--- config.mk ---
export PLATFORM = sky130hd
export DESIGN_NAME = dmem_mmio_responder
export DESIGN_NICKNAME = d
export VERILOG_FILES = /design/src/rtl/dmem_mmio_responder.sv
export SDC_FILE = /design/constraint.sdc
export NUM_CORES = 1
export LEC_CHECK = 0
export CORE_UTILIZATION = 40
export CTS_BUF_LIST = sky130_fd_sc_hd__clkbuf_2 sky130_fd_sc_hd__clkbuf_4 sky130_fd_sc_hd__clkbuf_8
export CTS_CLUSTER_DIAMETER = 40
export CTS_CLUSTER_SIZE = 10
export DETAILED_ROUTE_END_ITERATION = 10
export PLACE_DENSITY = 0.66
export SYNTH_ARGS = -nofsm -noshare
export SYNTH_HDL_FRONTEND = slang
export SYNTH_SLANG_ARGS = --single-unit
--- constraint.sdc ---
create_clock -name clk -period 5.25 [get_ports clk]
set_input_delay 1.05 -clock clk [delete_from_list [all_inputs] [get_ports clk]]
set_output_delay 1.05 -clock clk [all_outputs]
set_load 0.02 [all_outputs]
--- src/rtl/dmem_mmio_responder.sv ---
// MMIO responder on the core's data-memory port: TX byte FIFO, 64-bit machine timer
// with compare interrupt and a scratch register, all inside one 256-byte window.
module dmem_mmio_responder #(
    parameter logic [31:0] BASE       = 32'hFFFF_0000,
    parameter int          FIFO_DEPTH = 8
) (
    input  logic        clk,
    input  logic        rst_n,
    input  logic [31:0] addr,
    input  logic [3:0]  we,
    input  logic        re,
    input  logic [31:0] wdata,
    output logic [31:0] rdata,
    output logic [7:0]  tx_data,
    output logic        tx_valid,
    input  logic        tx_ready,
    output logic        timer_irq
);
    localparam int          AW          = $clog2(FIFO_DEPTH);
    localparam logic [AW:0] DEPTH_C     = (AW + 1)'(FIFO_DEPTH);
    localparam logic [5:0]  OFF_TXDATA  = 6'h00;
    localparam logic [5:0]  OFF_STATUS  = 6'h01;
    localparam logic [5:0]  OFF_MT_LO   = 6'h02;
    localparam logic [5:0]  OFF_MT_HI   = 6'h03;
    localparam logic [5:0]  OFF_CMP_LO  = 6'h04;
    localparam logic [5:0]  OFF_CMP_HI  = 6'h05;
    localparam logic [5:0]  OFF_SCRATCH = 6'h06;

    function automatic logic [31:0] lane_merge(input logic [31:0] old_v,
                                               input logic [31:0] new_v,
                                               input logic [3:0]  be);
        logic [31:0] res;
        res = old_v;
        for (int i = 0; i < 4; i++) begin
            if (be[i]) begin
                res[8*i +: 8] = new_v[8*i +: 8];
            end else begin
                res[8*i +: 8] = old_v[8*i +: 8];
            end
        end
        return res;
    endfunction

    logic [7:0]    mem_q [FIFO_DEPTH];
    logic [AW-1:0] wr_ptr_q, wr_ptr_d, rd_ptr_q, rd_ptr_d;
    logic [AW:0]   count_q, count_d;
    logic          overflow_q, overflow_d;
    logic [63:0]   mtime_q, mtime_d, mtimecmp_q, mtimecmp_d;
    logic [31:0]   shadow_q, shadow_d, scratch_q, scratch_d, rdata_q, rdata_d;
    logic          timer_irq_q, timer_irq_d;

    logic          hit_s, fifo_full_s, fifo_empty_s;
    logic          push_req_s, pop_s, push_ok_s, ovf_set_s, ovf_clr_s;
    logic [5:0]    off_s;
    logic [31:0]   status_s, rd_val_s;
    logic          unused_addr_s;

    assign hit_s         = (addr[31:8] == BASE[31:8]);
    assign off_s         = addr[7:2];
    assign unused_addr_s = ^addr[1:0];

    assign fifo_empty_s = (count_q == {(AW + 1){1'b0}});
    assign fifo_full_s  = (count_q == DEPTH_C);
    assign pop_s        = !fifo_empty_s && tx_ready;
    assign push_req_s   = hit_s && (off_s == OFF_TXDATA) && we[0];
    // A full FIFO still takes the push when a pop frees the head slot in the same cycle.
    assign push_ok_s    = push_req_s && (!fifo_full_s || pop_s);
    assign ovf_set_s    = push_req_s && fifo_full_s && !pop_s;
    assign ovf_clr_s    = hit_s && (off_s == OFF_STATUS) && we[0] && wdata[2];
    assign status_s     = {20'h0_0000, 8'(count_q), 1'b0, overflow_q, fifo_empty_s, fifo_full_s};

    // Read mux and registered read data; reads see pre-write register values.
    always_comb begin
        rd_val_s = 32'h0000_0000;
        case (off_s)
            OFF_STATUS:  rd_val_s = status_s;
            OFF_MT_LO:   rd_val_s = mtime_q[31:0];
            OFF_MT_HI:   rd_val_s = shadow_q;
            OFF_CMP_LO:  rd_val_s = mtimecmp_q[31:0];
            OFF_CMP_HI:  rd_val_s = mtimecmp_q[63:32];
            OFF_SCRATCH: rd_val_s = scratch_q;
            default:     rd_val_s = 32'h0000_0000;
        endcase
        if (re && hit_s) begin
            rdata_d = rd_val_s;
        end else begin
            rdata_d = 32'h0000_0000;
        end
        if (re && hit_s && (off_s == OFF_MT_LO)) begin
            shadow_d = mtime_q[63:32];
        end else begin
            shadow_d = shadow_q;
        end
    end

    // FIFO pointer, occupancy and overflow next state.
    always_comb begin
        wr_ptr_d   = wr_ptr_q;
        rd_ptr_d   = rd_ptr_q;
        count_d    = count_q;
        overflow_d = overflow_q;
        if (push_ok_s) begin
            wr_ptr_d = wr_ptr_q + AW'(1);
        end else begin
            wr_ptr_d = wr_ptr_q;
        end
        if (pop_s) begin
            rd_ptr_d = rd_ptr_q + AW'(1);
        end else begin
            rd_ptr_d = rd_ptr_q;
        end
        case ({push_ok_s, pop_s})
            2'b10:   count_d = count_q + (AW + 1)'(1);
            2'b01:   count_d = count_q - (AW + 1)'(1);
            default: count_d = count_q;
        endcase
        if (ovf_set_s) begin
            overflow_d = 1'b1;
        end else if (ovf_clr_s) begin
            overflow_d = 1'b0;
        end else begin
            overflow_d = overflow_q;
        end
    end

    // Timer, compare and scratch next state.
    always_comb begin
        mtime_d     = mtime_q + 64'd1;
        mtimecmp_d  = mtimecmp_q;
        scratch_d   = scratch_q;
        timer_irq_d = (mtime_q >= mtimecmp_q);
        if (hit_s && (off_s == OFF_CMP_LO)) begin
            mtimecmp_d = {mtimecmp_q[63:32], lane_merge(mtimecmp_q[31:0], wdata, we)};
        end else if (hit_s && (off_s == OFF_CMP_HI)) begin
            mtimecmp_d = {lane_merge(mtimecmp_q[63:32], wdata, we), mtimecmp_q[31:0]};
        end else begin
            mtimecmp_d = mtimecmp_q;
        end
        if (hit_s && (off_s == OFF_SCRATCH)) begin
            scratch_d = lane_merge(scratch_q, wdata, we);
        end else begin
            scratch_d = scratch_q;
        end
    end

    // State registers with synchronous reset.
    always_ff @(posedge clk) begin
        if (!rst_n) begin
            wr_ptr_q    <= {AW{1'b0}};
            rd_ptr_q    <= {AW{1'b0}};
            count_q     <= {(AW + 1){1'b0}};
            overflow_q  <= 1'b0;
            mtime_q     <= 64'd0;
            mtimecmp_q  <= 64'hFFFF_FFFF_FFFF_FFFF;
            shadow_q    <= 32'h0000_0000;
            scratch_q   <= 32'h0000_0000;
            rdata_q     <= 32'h0000_0000;
            timer_irq_q <= 1'b0;
        end else begin
            wr_ptr_q    <= wr_ptr_d;
            rd_ptr_q    <= rd_ptr_d;
            count_q     <= count_d;
            overflow_q  <= overflow_d;
            mtime_q     <= mtime_d;
            mtimecmp_q  <= mtimecmp_d;
            shadow_q    <= shadow_d;
            scratch_q   <= scratch_d;
            rdata_q     <= rdata_d;
            timer_irq_q <= timer_irq_d;
        end
    end

    // FIFO storage; contents are meaningless while the FIFO is empty.
    always_ff @(posedge clk) begin
        if (push_ok_s) begin
            mem_q[wr_ptr_q] <= wdata[7:0];
        end
    end

    assign rdata     = rdata_q;
    assign tx_data   = mem_q[rd_ptr_q];
    assign tx_valid  = !fifo_empty_s;
    assign timer_irq = timer_irq_q;

endmodule

==> qor.yml, run 1 <==
floorplan:
  die_x_microns: 186.9
  die_area_sq_um: 34940
  die_y_microns: 186.9
  start_util: 0.4069
  core-area_sq_um: 33620
  row_count: 67
  ios: 114
global_route:
  grt_max_degree: 88
  grt_pass1_wl_mm: 55.94
  grt_util_all_layers: 0.1990
  overflow: 0
  grt_pass1_vias: 10200
  antenna_found_initial: 0
route:
  ant_nets: 0
  first_pass_iters: 7
  vias: 10520
  wl_mm: 34.67
  drc: 0
  wire_per_inst_microns: 17.93
  drt_iter0_markers: 789
  avgViaCountPerCell: 5.443
cells_and_area:
  antenna_cells: 0
  area_delta_synth_final_pct: 18.52
  layout-drive-gt1-share: 0.1104
  final_util: 0.4823
  finish.net_count: 1593
synth:
  yosysTopAreaCellShare: 0.3498
  ys.flop_type: "dfxtp_1"
  ys_ff_latch: 303
  async_reset_ff_frac: 0
  synth_area_leaders: "dfxtp_1 (35%), edfxtp_1 (14%), ha_1 (6.4%), mux2i_1 (5.0%), nor2_1 (3.9%)"
  syn_nets: 1488
  yosysWarnings: 0
  syn_avg_cell_area_sq_um: 10.16
  synth-edff-count: 64
  synthCells: 1346
  seq_area_frac_synth: 0.4903
  yosys.cell_count.top_type: "dfxtp_1"
  yosys.area.top_type: "dfxtp_1"
  synthTopCellsByCount: "dfxtp_1 (239), nor2_1 (142), nand2_1 (112), inv_1 (78), ha_1 (70)"
  synth_cell_type_count: 57
  syn_area_sq_um: 13680
power_and_ir_drop:
  ir_drop_mv: 0.1853
  p_leak_uw: 0.006652
  power_uw: 4603
  p_per_area_nw_per_um2: 283.9
worst_setup_path:
  arrival_ns: 3.06
  cp-start-kind: "flip-flop"
  cp_max_fo: 16
  worstPathRequired_ns: 4.20
  cpMaxStageDelayCell: "dfxtp_1"
  max_stage_delay_ns: 1.03
  crit_type: "reg -> out"
  worstSetupEndpointType: "output port"
  crit_chain: "mux4_2 > mux2_2 > clkdlybuf4s50_1"
clock_tree:
  htreeDepth: 2
  cts.repair.resized: 0
  clkLatencyLatePin_ns: 0.58
  cts_buffers: 46
  cts_sinks: 303
  post_cts_buffers: 0
  cts.reportedPaths.clkPinSlew_ns: 0.07
  ctsHoldBuffers: 0
  clock_tree.root_cell: "clkbuf_8"
  cts_tree: "done"
  cts_buffer_depth: 3
place:
  hpwl_mm: 23.67
  gp_congestion: 0.8065
  place_ws_ns: 0.6640
  numPortBuffers: 111
timing:
  fin_setup_tns_ns: 0
  fin_crit_sh: 0.7830
  hold_ws_ns: 0.4818
  setup_viol: 0
  hold_viol: 0
  worst_slew_pin_slew_ns: 1.179
  rsz0062_at_grt: "no"
  fin_ws_ns: 1.139
  period_needed_ns: 4.111
  max_freq_mhz: 243.3
  drv_slew: 0
  clock_skew_ns: 0.03863
  max_slew_margin: 0.2130
run_status:
  outcome: "complete, no violations"
min_path:
  hold_path.class: "reg -> reg"
run:
  max_cap_violations: 0
## routing by layer
layer  global-route usage  wire length, microns  vias up
met3              0.02852                  1927       67
met4              0.07030                   946        0
met1               0.2620                 15210     5009
met5                    0                     0        -
met2               0.3331                 16590      334
li1                     -                     -     5111
## final timing paths
kind / from / end / slack, ns / cells after the start
worst max-delay path: flip-flop / tx_data[0] / 1.14 / 3
worst min-delay path: shadow_q[29] / rdata[29] / 0.48 / 2
worst max register to register: mtime_q[28] / mtime_q[63] / 2.52 / 6
worst min register to register: shadow_q[29] / rdata[29] / 0.48 / 2
## cell type report
class                           count  area (sq um)
Fill cell                        3077         17400
Sequential cell                   303          6706
Multi-Input combinational cell    888          6374
Timing Repair Buffer              133          1271
Clock buffer                       60         769.5
Tap cell                          448         560.5
Inverter                           79         299.0
Clock inverter                     22         232.7
## cells in the final DEF (no fill, tap or decap), drive strengths merged, types with 17 or more instances in the layout
master           n
ha              70
nand3           31
clkbuf          60
nand4           23
clkdlybuf4s50  110
dfxtp          239
edfxtp          64
a21oi           60
buf             23
a222oi          24
o21ai           22
nor2           142
xor2            22
nand2          112
mux2i           68
o211ai          66
xnor2           32
inv             80
nor4            17
a22oi           48
## cells by family (layout without fill, tap and decap cells)
logic type,after synthesis,after routing,synth area share
AOI/OAI and AO/OA,254,254,0.1356
buffers and inverters,155,294,0.04528
xor gates and xnor gates,54,54,0.03457
adders and majority gates,70,70,0.06403
muxes,92,92,0.08269
and+or+nand+nor,418,418,0.1476
DFF,303,303,0.4903
## power breakdown
part	switching [uW]	leakage [uW]	internal, uW
clock network	966	0.000508	1130
registers	3.17	0.00250	2380
logic	71.1	0.00364	57.0
## sequential cells by signal (all words and copies together) (netlist names), named ones only
name / count
count_q: 4
mem_q: 64
mtime_q: 64
mtimecmp_q: 64
overflow_q: 1
rd_ptr_q: 3
rdata: 32
scratch_q: 32
shadow_q: 32
timer_irq: 1
wr_ptr_q: 3
## worst max-delay path, delay by kind of cell, from the launching register on
family	cells	cell delay [ns]
DFF	1	1.03
muxes	2	0.90
buffers and inverters	1	0.53
## metrics by stage
step / cells / cell area (sq um)
2_1_floorplan: 1346 / 13680
3_3_place_gp: 1851 / 15210
3_5_place_dp: 1851 / 15210
4_1_cts: 1933 / 16210
5_1_grt: 1933 / 16210
6_report: 1933 / 16210
Power figures use the tool's default switching activity.
==> run 2: changes to the inputs <==
clock period = 4.2 ns   (was 5.25 ns; I/O delays follow)
==> run 2 against run 1 <==
Effect of this change:
- hold slack better by 0.0045 ns
- clock skew is 0.015 ns lower
- sequential share of layout area is essentially flat
- setup slack lost 0.49 ns
- utilization barely moved
- first-iteration DRC count increased by 6.8%
- clock power is 10% higher
- sequential power is 25% higher
- total power rose by 18%
- highest routed layer unchanged
==> qor.yml, run 2 (synthesis gave the netlist of run 1 again) <==
run_status:
  outcome: "complete, no violations"
cells_and_area:
  reg.largest.list: "mem_q x64, mtime_q x64, mtimecmp_q x64"
  finish.net_count: 1605  # +0.75%
  n_fill_cell: 3093  # +0.52%
  final_common_cell: "dfxtp_1"
  final_cell_mix: "dfxtp_1 (239), nor2_1 (138), nand2_1 (112)"
  area_delta_synth_final_pct: 18.56  # about the same
  antenna_cells: 0  # unchanged
  layout-drive-gt1-share: 0.1146  # +0.004174
place:
  hpwl_mm: 23.65  # -0.12%
  gp_congestion: 0.8242  # +2.2%
  numPortBuffers: 111  # unchanged
worst_setup_path:
  max_stage_delay_ns: 0.54  # -0.49 ns
  cpMaxStageDelayCell: "or4_1"
  cp-start-kind: "input port"
  worstPathRequired_ns: 4.67  # +0.47 ns
  arrival_ns: 4.02  # +0.96 ns
  crit_type: "in -> reg"
  crit_chain: "clkdlybuf4s50_1 > or4_1 > or4_4 > nor3_4 > buf_12 > nand3b_2 > ha_1 > xor2_1 > ha_1 > a21oi_1 > xor2_1 > or3_1 > a21oi_1"
  cp_max_fo: 3  # -13
  worstSetupEndpointType: "flip-flop"
route:
  drc: 0  # unchanged
  drt-met1-wl_mm: 15.15  # -0.39%
  vias: 10550  # +0.25%
  wl_mm: 34.52  # -0.42%
  wire_per_inst_microns: 17.80  # -0.77%
  ant_nets: 0  # unchanged
  avgViaCountPerCell: 5.437  # -0.11%
  wl_met3_mm: 1.672  # -13%
  met2_length_mm: 16.76  # +1.0%
  first_pass_iters: 6  # -1
  drt_iter0_markers: 843  # +6.8%
  top_layer: "met4"
clock_tree:
  cts_tree: "done"
  post_cts_buffers: 0  # unchanged
  htreeDepth: 2  # unchanged
  clkLatencyLatePin_ns: 0.56  # -0.02 ns
  cts_buffer_depth: 3  # unchanged
  ctsHoldBuffers: 0  # unchanged
  cts.repair.resized: 0  # unchanged
  clock_tree.root_cell: "clkbuf_8"
  cts.reportedPaths.clkPinSlew_ns: 0.07  # about the same
  cts_sinks: 303  # unchanged
  cts_buffers: 41  # -11%
timing:
  hold_ws_ns: 0.4863  # +0.004501 ns
  setup_viol: 0  # unchanged
  period_needed_ns: 3.552
  max_freq_mhz: 281.6
  worst_slew_pin_slew_ns: 0.8825  # -0.2967 ns
  fin_crit_sh: 0.8457
  max_slew_margin: 0.4116  # +0.1986
  hold_viol: 0  # unchanged
  drv_slew: 0  # unchanged
  rsz0062_at_grt: "no"
  clock_skew_ns: 0.02359  # -0.01504 ns
  fin_setup_tns_ns: 0  # unchanged
global_route:
  overflow: 0  # unchanged
  antenna_found_initial: 0  # unchanged
  grt_max_degree: 74  # -16%
  grt_pass1_wl_mm: 55.79  # -0.26%
  grt_util_all_layers: 0.1985  # -0.0005052
  grt_pass1_vias: 10290  # +0.86%
run:
  max_cap_violations: 0  # unchanged
power_and_ir_drop:
  ir_drop_mv: 0.2274  # +23%
  p_leak_uw: 0.006682  # +0.46%
  p_per_area_nw_per_um2: 336.3  # +18%
floorplan:
  die_y_microns: 186.9  # unchanged
  die_area_sq_um: 34940  # unchanged
  die_x_microns: 186.9  # unchanged
  row_count: 67  # unchanged
  ios: 114  # unchanged
  core-area_sq_um: 33620  # unchanged
  start_util: 0.4069  # unchanged
min_path:
  hold_path.class: "reg -> reg"
run 2: cell count changes in the layout (fill, tap and decap cells not counted), moves of 3 or more:
cell	delta
clkinv_4	-3
clkbuf_4	+4
clkbuf_8	-5
buf_12	+3
buf_4	+14
clkinvlp_4	-3
run 2: final timing paths:
check / from / to / slack, ns / cells after the start
worst max register to register: count_q[1] / count_q[2] / 1.48 / 9
worst max-delay path: addr[9] / count_q[2] / 0.65 / 13
worst min register to register: shadow_q[29] / rdata[29] / 0.49 / 2
worst min-delay path: shadow_q[29] / rdata[29] / 0.49 / 2
run 2: per-layer routing:
layer / track usage / vias up
met5: 0 / -
li1: - / 5137
met4: 0.06179 / 0
met2: 0.3433 / 297
met3: 0.03058 / 64
met1: 0.2540 / 5049
run 2: cell type report:
type                       count  area [sq um]  area share
clock buffer                  59         730.7     0.04505
clock inverter                13         111.4    0.006866
inverter                      79         299.0     0.01844
multi-input combinational    888          6374      0.3930
sequential                   303          6706      0.4135
tap                          448         560.5     0.03456
timing repair buffer         150          1436     0.08857
run 2: critical path, delay by kind of cell:
family                   cells  cell delay (ns)
AND/OR/NAND/NOR              5             1.71
XOR/XNOR                     2             0.25
buffers and inverters        2             0.53
AO/OA/AOI/OAI                2             0.30
adder cells (fa/ha/maj)      2             0.41
run 2: through the flow:
stage / utilization / cells / total power (uW) / setup slack, ns / instance area [sq um]
3_5_place_dp: 0.4574 / 1868 / 3200 / 0.08587 / 15380
2_1_floorplan: - / 1346 / 3086 / 0.3175 / 13680
4_1_cts: 0.4825 / 1940 / 5513 / 0.6428 / 16220
5_1_grt: 0.4825 / 1940 / 5646 / 0.5605 / 16220
3_3_place_gp: 0.4574 / 1868 / 3197 / 0.1029 / 15380
6_report: 0.4825 / 1940 / 5454 / 0.6482 / 16220
run 2: power by group:
group	total (uW)	switching [uW]	internal, uW
sequential	2970	3.85	2970
clock	2320	1120	1200
combinational	160	89.0	71.5
total	5450	1220	4240
